===== config.mk =====
export PLATFORM = sky130hd
export DESIGN_NAME = timer_display_ctrl
export DESIGN_NICKNAME = d
export VERILOG_FILES = /design/src/rtl/timer_display_ctrl.sv
export SDC_FILE = /design/constraint.sdc
export NUM_CORES = 1
export LEC_CHECK = 0
export BUFFER_PORTS_ARGS = -buffer_cell sky130_fd_sc_hd__buf_2
export CELL_PAD_IN_SITES_DETAIL_PLACEMENT = 0
export CELL_PAD_IN_SITES_GLOBAL_PLACEMENT = 2
export CORE_UTILIZATION = 39
export DETAILED_ROUTE_END_ITERATION = 16
export PLACE_DENSITY = 0.8
export SETUP_SLACK_MARGIN = 0.05
export SKIP_LAST_GASP = 1
export SLEW_MARGIN = 20
export SYNTH_ARGS = -nofsm -noshare
export SYNTH_HDL_FRONTEND = slang
export SYNTH_SLANG_ARGS = --single-unit

===== constraint.sdc =====
create_clock -name clk -period 3.2 [get_ports clk]
set_input_delay 0.8 -clock clk [delete_from_list [all_inputs] [get_ports clk]]
set_output_delay 0.8 -clock clk [all_outputs]
set_load 0.05 [all_outputs]

===== src/rtl/timer_display_ctrl.sv =====
`timescale 1ns/1ps
// Two-digit multiplexed active-low 7-segment driver for the countdown timer; blinks "00" after expiry.
// Latency: inputs reach seg/an in 2 clocks, time_up follows the sampled running drop by 1 clock; no backpressure.
module timer_display_ctrl #(
  parameter int SCAN_DIV    = 50000,
  parameter int BLINK_DIV   = 25000000,
  parameter int BLINK_COUNT = 3
) (
  input  logic       clk,
  input  logic       rst,
  input  logic [3:0] tens_in,
  input  logic [3:0] ones_in,
  input  logic       running,
  output logic [6:0] seg,
  output logic [1:0] an,
  output logic       time_up,
  output logic       blinking
);

  localparam int SW = (SCAN_DIV > 1) ? $clog2(SCAN_DIV) : 1;
  localparam int BW = (BLINK_DIV > 1) ? $clog2(BLINK_DIV) : 1;
  localparam int CW = $clog2(BLINK_COUNT + 1);

  localparam logic [SW-1:0] SCAN_LAST  = SW'(SCAN_DIV - 1);
  localparam logic [BW-1:0] BLINK_LAST = BW'(BLINK_DIV - 1);
  localparam logic [CW-1:0] CYC_LAST   = CW'(BLINK_COUNT - 1);

  localparam logic [6:0] SEG_BLANK = 7'b1111111;
  localparam logic [6:0] SEG_ZERO  = 7'b0000001;
  localparam logic [1:0] AN_OFF    = 2'b11;

  typedef enum logic [1:0] {
    IDLE,
    RUN,
    BLINK
  } state_t;

  state_t        state;
  logic [3:0]    d1_tens;
  logic [3:0]    d1_ones;
  logic          d1_run;
  logic          d2_run;
  logic [SW-1:0] scan_cnt;
  logic          sel;
  logic [BW-1:0] blink_cnt;
  logic          blink_on;
  logic [CW-1:0] cycles;

  logic [6:0]    live_seg;
  logic [1:0]    live_an;
  logic          digits_zero;

  function automatic logic [6:0] decode(input logic [3:0] d);
    case (d)
      4'd0:    decode = 7'b0000001;
      4'd1:    decode = 7'b1001111;
      4'd2:    decode = 7'b0010010;
      4'd3:    decode = 7'b0000110;
      4'd4:    decode = 7'b1001100;
      4'd5:    decode = 7'b0100100;
      4'd6:    decode = 7'b0100000;
      4'd7:    decode = 7'b0001111;
      4'd8:    decode = 7'b0000000;
      4'd9:    decode = 7'b0000100;
      default: decode = 7'b1111110;
    endcase
  endfunction

  always_ff @(posedge clk or posedge rst) begin
    if (rst) begin
      d1_tens <= 4'd0;
      d1_ones <= 4'd0;
      d1_run  <= 1'b0;
      d2_run  <= 1'b0;
    end else begin
      d1_tens <= tens_in;
      d1_ones <= ones_in;
      d1_run  <= running;
      d2_run  <= d1_run;
    end
  end

  // Digit scan runs free in every state so the blink "on" phase stays multiplexed.
  always_ff @(posedge clk or posedge rst) begin
    if (rst) begin
      scan_cnt <= '0;
      sel      <= 1'b0;
    end else if (scan_cnt == SCAN_LAST) begin
      scan_cnt <= '0;
      sel      <= ~sel;
    end else begin
      scan_cnt <= scan_cnt + 1'b1;
    end
  end

  always_comb begin
    live_seg    = decode(sel ? d1_tens : d1_ones);
    live_an     = sel ? 2'b01 : 2'b10;
    digits_zero = (d1_tens == 4'd0) && (d1_ones == 4'd0);
  end

  // Display registers are written alongside the state so the first blank frame lands on the BLINK entry edge.
  always_ff @(posedge clk or posedge rst) begin
    if (rst) begin
      state     <= IDLE;
      blink_cnt <= '0;
      blink_on  <= 1'b0;
      cycles    <= '0;
      time_up   <= 1'b0;
      seg       <= SEG_BLANK;
      an        <= AN_OFF;
    end else begin
      time_up <= 1'b0;
      seg     <= live_seg;
      an      <= live_an;
      case (state)
        IDLE: begin
          if (d1_run) begin
            state <= RUN;
          end
        end
        RUN: begin
          if (!d1_run) begin
            if (d2_run && digits_zero) begin
              state     <= BLINK;
              time_up   <= 1'b1;
              blink_cnt <= '0;
              blink_on  <= 1'b0;
              cycles    <= '0;
              seg       <= SEG_BLANK;
              an        <= AN_OFF;
            end else begin
              state <= IDLE;
            end
          end
        end
        BLINK: begin
          if (d1_run) begin
            // A new round pre-empts the blink, including on its final edge.
            state     <= RUN;
            blink_cnt <= '0;
            blink_on  <= 1'b0;
            cycles    <= '0;
          end else if (blink_cnt == BLINK_LAST) begin
            blink_cnt <= '0;
            blink_on  <= ~blink_on;
            if (!blink_on) begin
              seg <= SEG_ZERO;
            end else if (cycles == CYC_LAST) begin
              state    <= IDLE;
              blink_on <= 1'b0;
              cycles   <= '0;
            end else begin
              cycles <= cycles + 1'b1;
              seg    <= SEG_BLANK;
              an     <= AN_OFF;
            end
          end else begin
            blink_cnt <= blink_cnt + 1'b1;
            if (blink_on) begin
              seg <= SEG_ZERO;
            end else begin
              seg <= SEG_BLANK;
              an  <= AN_OFF;
            end
          end
        end
        default: state <= IDLE;
      endcase
    end
  end

  assign blinking = (state == BLINK);

endmodule


# Word level (Yosys, flattened, before mapping)
# Memory sizes are Yosys's and may differ from the RTL's.
# Index checks and enable logic that the tools add are counted.
dict set report totals {
  reg_bits 67
  mem_bits_ro 112
  in_bits 11
  wordCells 89
  memories 1
}
# name depth width rd rd_clocked_by_memory_dff wr line
set mem_list {}
lappend mem_list {{(no name shown)} 16 7 1 0 0 54} ;# case (d)
dict set report op_classes {
  addsub 3
  eq_ne 11
  muxes 49
  n_bitwise 2
  reduce_logical 10
}
# operator n
set op_table {}
lappend op_table {{$mux W25} 4}
lappend op_table {{$pmux W25 S2} 1}
lappend op_table {{$mux W7} 7}
lappend op_table {{$mux W2} 21}
lappend op_table {{$add A25 B1 Y25 const B} 1}
lappend op_table {{$eq A25 B25 Y1 const B} 1}
lappend op_table {{$add A16 B1 Y16 const B} 1}
lappend op_table {{$eq A16 B16 Y1 const B} 1}
lappend op_table {{$mux W16} 1}
lappend op_table {{$pmux W7 S2} 1}
lappend op_table {{$reduce_and A5 Y1} 2}
lappend op_table {{$mux W1} 9}
lappend op_table {{$ne A3 B1 Y1 const B} 3}
lappend op_table {{$logic_not A4 Y1} 2}
lappend op_table {{$pmux W2 S2} 2}
lappend op_table {{$ne A2 B2 Y1 const B} 3}
lappend op_table {{$pmux W2 S3} 1}
lappend op_table {{$eq A2 B2 Y1 const B} 2}
lappend op_table {{$mux W4} 1}
lappend op_table {{$reduce_and A4 Y1} 1}
lappend op_table {{$reduce_and A3 Y1} 1}
lappend op_table {{$add A2 B1 Y2 const B} 1}
lappend op_table {{$eq A2 B1 Y1 const B} 1}
lappend op_table {{$logic_and A1 B1 Y1} 2}
lappend op_table {{4 further kinds} 5}

# Longest topological paths before layout
# An unclocked memory read counts as a cell.
dict set report logic_depth {
  word_depth 7
  mapped_depth 8
  mapped_depth_nobuf 7
}

# Worst setup path after synthesis
# No wires, ideal clock.
dict set report synth_path {
  path_kind {register to register}
  startpoint {reg state[0]}
  endpoint {reg blink_cnt[14]}
  arrival_ns 2.241
  required_ns 3.123
  path_slack_ns 0.881
  path_stages_with_launch 8
  n_path_buf 1
  synth_period_minus_slack_ns 2.319
  cell_sequence {dfrtp_1 inv_1 ha_1 nand2b_1 clkbuf_1 a211oi_1 or3b_2 a21oi_1}
}
dict set report synth_via {
  elab_chain_len 3
}
# element line
set synth_rtl {}
lappend synth_rtl {{start, declared} 38} ;# state_t state;
lappend synth_rtl {{start signal, assigned} 105} ;# state <= IDLE;
lappend synth_rtl {{start signal, assigned} 119} ;# state <= RUN;
lappend synth_rtl {{start signal, assigned} 125} ;# state <= BLINK;
lappend synth_rtl {{$eq A2 B2 Y1 *} n/a}
lappend synth_rtl {{via blinking} 17} ;# output logic blinking
lappend synth_rtl {{$reduce_bool A2 Y1 (no line)} n/a}
lappend synth_rtl {{$reduce_and A3 Y1 (no line)} n/a}
lappend synth_rtl {{end signal, assigned} 159} ;# blink_cnt <= blink_cnt + 1'b1;
lappend synth_rtl {{end, declared} 45} ;# logic [BW-1:0] blink_cnt;
# Mark *: on every way through the listed nets, which the timed path passes. The rest lies on a longest branch.
# A chain may end at the register's enable or synchronous reset.

# Worst setup path after layout
dict set report layout_path {
  startpoint {reg blink_cnt[0]}
  endpoint {reg blink_cnt[14]}
}
dict set report layout_via {
  elab_chain_len 4
}
# element line
set layout_rtl {}
lappend layout_rtl {{$add A25 B1 Y25 or $eq A25 B25 Y1 (tied branches)} {159, 144}}
lappend layout_rtl {{$mux W25 *} 144} ;# end else if (blink_cnt == BLINK_LAST) begin
lappend layout_rtl {{$mux W25 *} 138} ;# if (d1_run) begin
lappend layout_rtl {{$pmux W25 S2 *} 116} ;# case (state)
# Every way passes the cells marked *; elsewhere a longest branch is shown, timed or not.

==> results by group <==
Outcome
  • Status: complete, no violations

Yosys
  • Yosys cell types: 54
  • Post-Synth Adder-Cell Area: 4.592%
  • Syn Area/Cell: between 9 and 10 um^2
  • Synth Flop Type: dfrtp_1
  • Total number of yosys warnings: 0
  • Number of synthesized flops with an enable pin: 0
  • Syn Inst Count: between 300 and 400
  • Post-Syn Area: 3542 um^2
  • Synth Area in Compound Gates: 13.42%
  • Dominant cells by area after synthesis: dfrtp_1, dfstp_2, ha_1, nor2_1, xnor2_1
  • Async SR Flop Fraction: 100.0%
  • Largest family of logic cells by synthesized area: simple AND/OR/NAND/NOR gates
  • Cell taking the most area after synthesis: dfrtp_1
  • Post-synthesis register bit count: 67
  • Post-Synth XOR/XNOR Area: 6.182%
  • Share of the synthesized area in the top cell type: 40.97%
  • Syn Nets: about 390
  • Mux cell area share after synthesis: around 2.4%
  • Simple-gate portion of the synthesized area: a little under a quarter
  • Seq/Total Area, Yosys: a little under half

CTS
  • Post-CTS Setup Bufs: 0
  • CTS Buf Count: 9
  • H-tree Lvls: 3
  • TritonCTS clock tree: done
  • Root Driver: clkbuf_8
  • Clk_lat worst skew: 340 ps
  • Hold-fix buffers, CTS: 0
  • Clock sinks: 67
  • PostCTS Resize Cnt: 0
  • Worst-path clk slew: 80 ps
  • Longest Clk Path Bufs: 2

Routing
  • Initial DRC count: 110
  • Detail Route Antenna Nets: 0
  • Via count: 2769
  • Vias per inst: between 5 and 6
  • WL final: ~7900 um
  • DRC Markers: 0
  • Drt wl/cell: 15.78 um
  • 1st-pass router iterations: 4

Placement
  • Routability cong.: 0.7671
  • IO Port Bufs: 21
  • Placed wire-length estimate: 5721 um

Die
  • Core area: around 9000 um^2
  • Die outline height: between 90 and 100 um
  • Cell row count: 34
  • Chip width: 97.30 um
  • Starting density of the core: around two fifths
  • IO Count: 22
  • Die area: about 9500 um^2

Hold path
  • Worst Hold Class: reg2reg

Layout
  • Final Util: 45.32%
  • Fin nets: 412
  • Area of the multi-input gates: 1758 um^2
  • Syn-to-layout area delta: 12.12%
  • Fill count: 873
  • Layout cell share with drive strength beyond 1: between 15 and 20%
  • Reg area: 1688 um^2
  • Diode count: 0

STA
  • Final hold vios: 0
  • Fmax: 419.2 MHz
  • Finish-stage setup viols: 0
  • Crit path time final: 2386 ps
  • Worst slew pin tran: approximately 700 ps
  • Fin Hold WS: about 500 ps
  • Unrepaired setup endpoints after global routing: false
  • Setup_tns: 0 ps
  • Fin. max-slew vios: 0
  • Slew HR: 53.09%
  • Clock Skew: between 9 and 10 ps
  • Period utilisation layout: 74.55%

Critical path
  • WS Path Type: reg2reg
  • CP endpoint kind: register
  • CP startpoint kind: register
  • Max FO, Critical Path: 8
  • Worst EP arrival: 2660 ps
  • Critical Path RT: 3470 ps

Global routing
  • GR met3 Demand/Resource: 2.374%
  • M2 GR Usage: 28.60%
  • Largest net degree at the start of global routing: 36
  • Gr usage total: between 10% and 20%
  • Most used routing layer: met2
  • Initial antenna violation count: 0
  • First-pass GRT wire length: 13940 um
  • Total congestion overflow: 0
  • GR Util met1: 26.20%
  • Vias in the first global route: about 2800

Power and ir drop
  • Overall power: 1.954 mW
  • Pleak: 1.704 nW
  • Max VDD drop: 0.0003089 V
  • PD cells: 492.0 nW/um^2

Job
  • Max-cap violation count: 0
cells in the final DEF (no fill, tap or decap), drive strengths merged, types with 13 or more instances in the layout:
master | netlist | layout
nand2 | 25 | 25
inv | 14 | 14
buf | 2 | 25
clkbuf | 9 | 13
a31oi | 15 | 15
nand3 | 21 | 21
xnor2 | 14 | 14
dfrtp | 58 | 58
ha | 13 | 13
nor2 | 39 | 39
o21ai | 25 | 25
per-layer routing:
layer	routed length (um)	vias up
li1	-	1364
met1	3958	1352
met2	3626	44
met3	211	9
met4	111	0
met5	0	-
through the flow:
step	setup WS (ps)	instances	cell area, um^2
after floorplan	731.7	363	3542
after global placement	891.7	485	3781
after detailed placement	846.0	485	3781
after CTS	828.0	501	3971
after global routing	630.1	501	3971
final	814.3	501	3971
cell type report:
class / instances / share of cell area [%]
multi-input combinational: 271 / 44.27
tap: 108 / 3.403
sequential: 67 / 42.50
inverter: 14 / 1.323
clock buffer: 13 / 4.253
timing repair buffer: 25 / 3.718
clock inverter: 3 / 0.5356
cell families after synthesis:
logic type	count (synthesis)
AND/OR/NAND/NOR	150
AO/OA/AOI/OAI	75
flip-flops	67
XOR/XNOR	25
buffers and inverters	25
adder cells (fa/ha/maj)	13
multiplexers	8
where the power goes:
part / internal [mW] / switching (mW)
logic: 0.0870 / 0.249
clock network: 0.346 / 0.331
registers: 0.919 / 0.0221
cell usage after synthesis (9+ instances only):
cell      number
nand3_1       21
clkbuf_1       9
dfstp_2        9
a31oi_1       15
inv_1         14
xnor2_1       14
xor2_1        11
o21ai_0       23
a21oi_1       11
nand4_1       10
nand2_1       24
dfrtp_1       58
nor2_1        39
ha_1          13
state kept, by name (all words and copies together), names as in the netlist:
name       flops
blink_cnt     25
scan_cnt      16
seg            7
d1_ones        4
d1_tens        4
an             2
cycles         2
state          2
blink_on       1
d1_run         1
d2_run         1
sel            1
time_up        1
path summary, 6_finish.rpt:
| kind | from | endpoint | slack [ps] | cells after the start |
|---|---|---|---|---|
| worst max register to register | blink_cnt[0] | blink_cnt[14] | 810 | 6 |
| min in group asynchronous | rst | scan_cnt[3] | 570 | 2 |
| worst max-delay path | blink_cnt[0] | blink_cnt[14] | 810 | 6 |
| max in group asynchronous | rst | an[1] | 1940 | 3 |
| worst min-delay path | scan_cnt[0] | scan_cnt[0] | 500 | 1 |
| worst min register to register | scan_cnt[0] | scan_cnt[0] | 500 | 1 |
critical path: stages (launching register included):
cell,delay (ps)
dfrtp_1,440
ha_1,280
and4_1,410
nand3_1,210
a211oi_1,350
or3b_2,470
a21oi_1,150
Note: power is estimated with default switching activity, not from simulation.
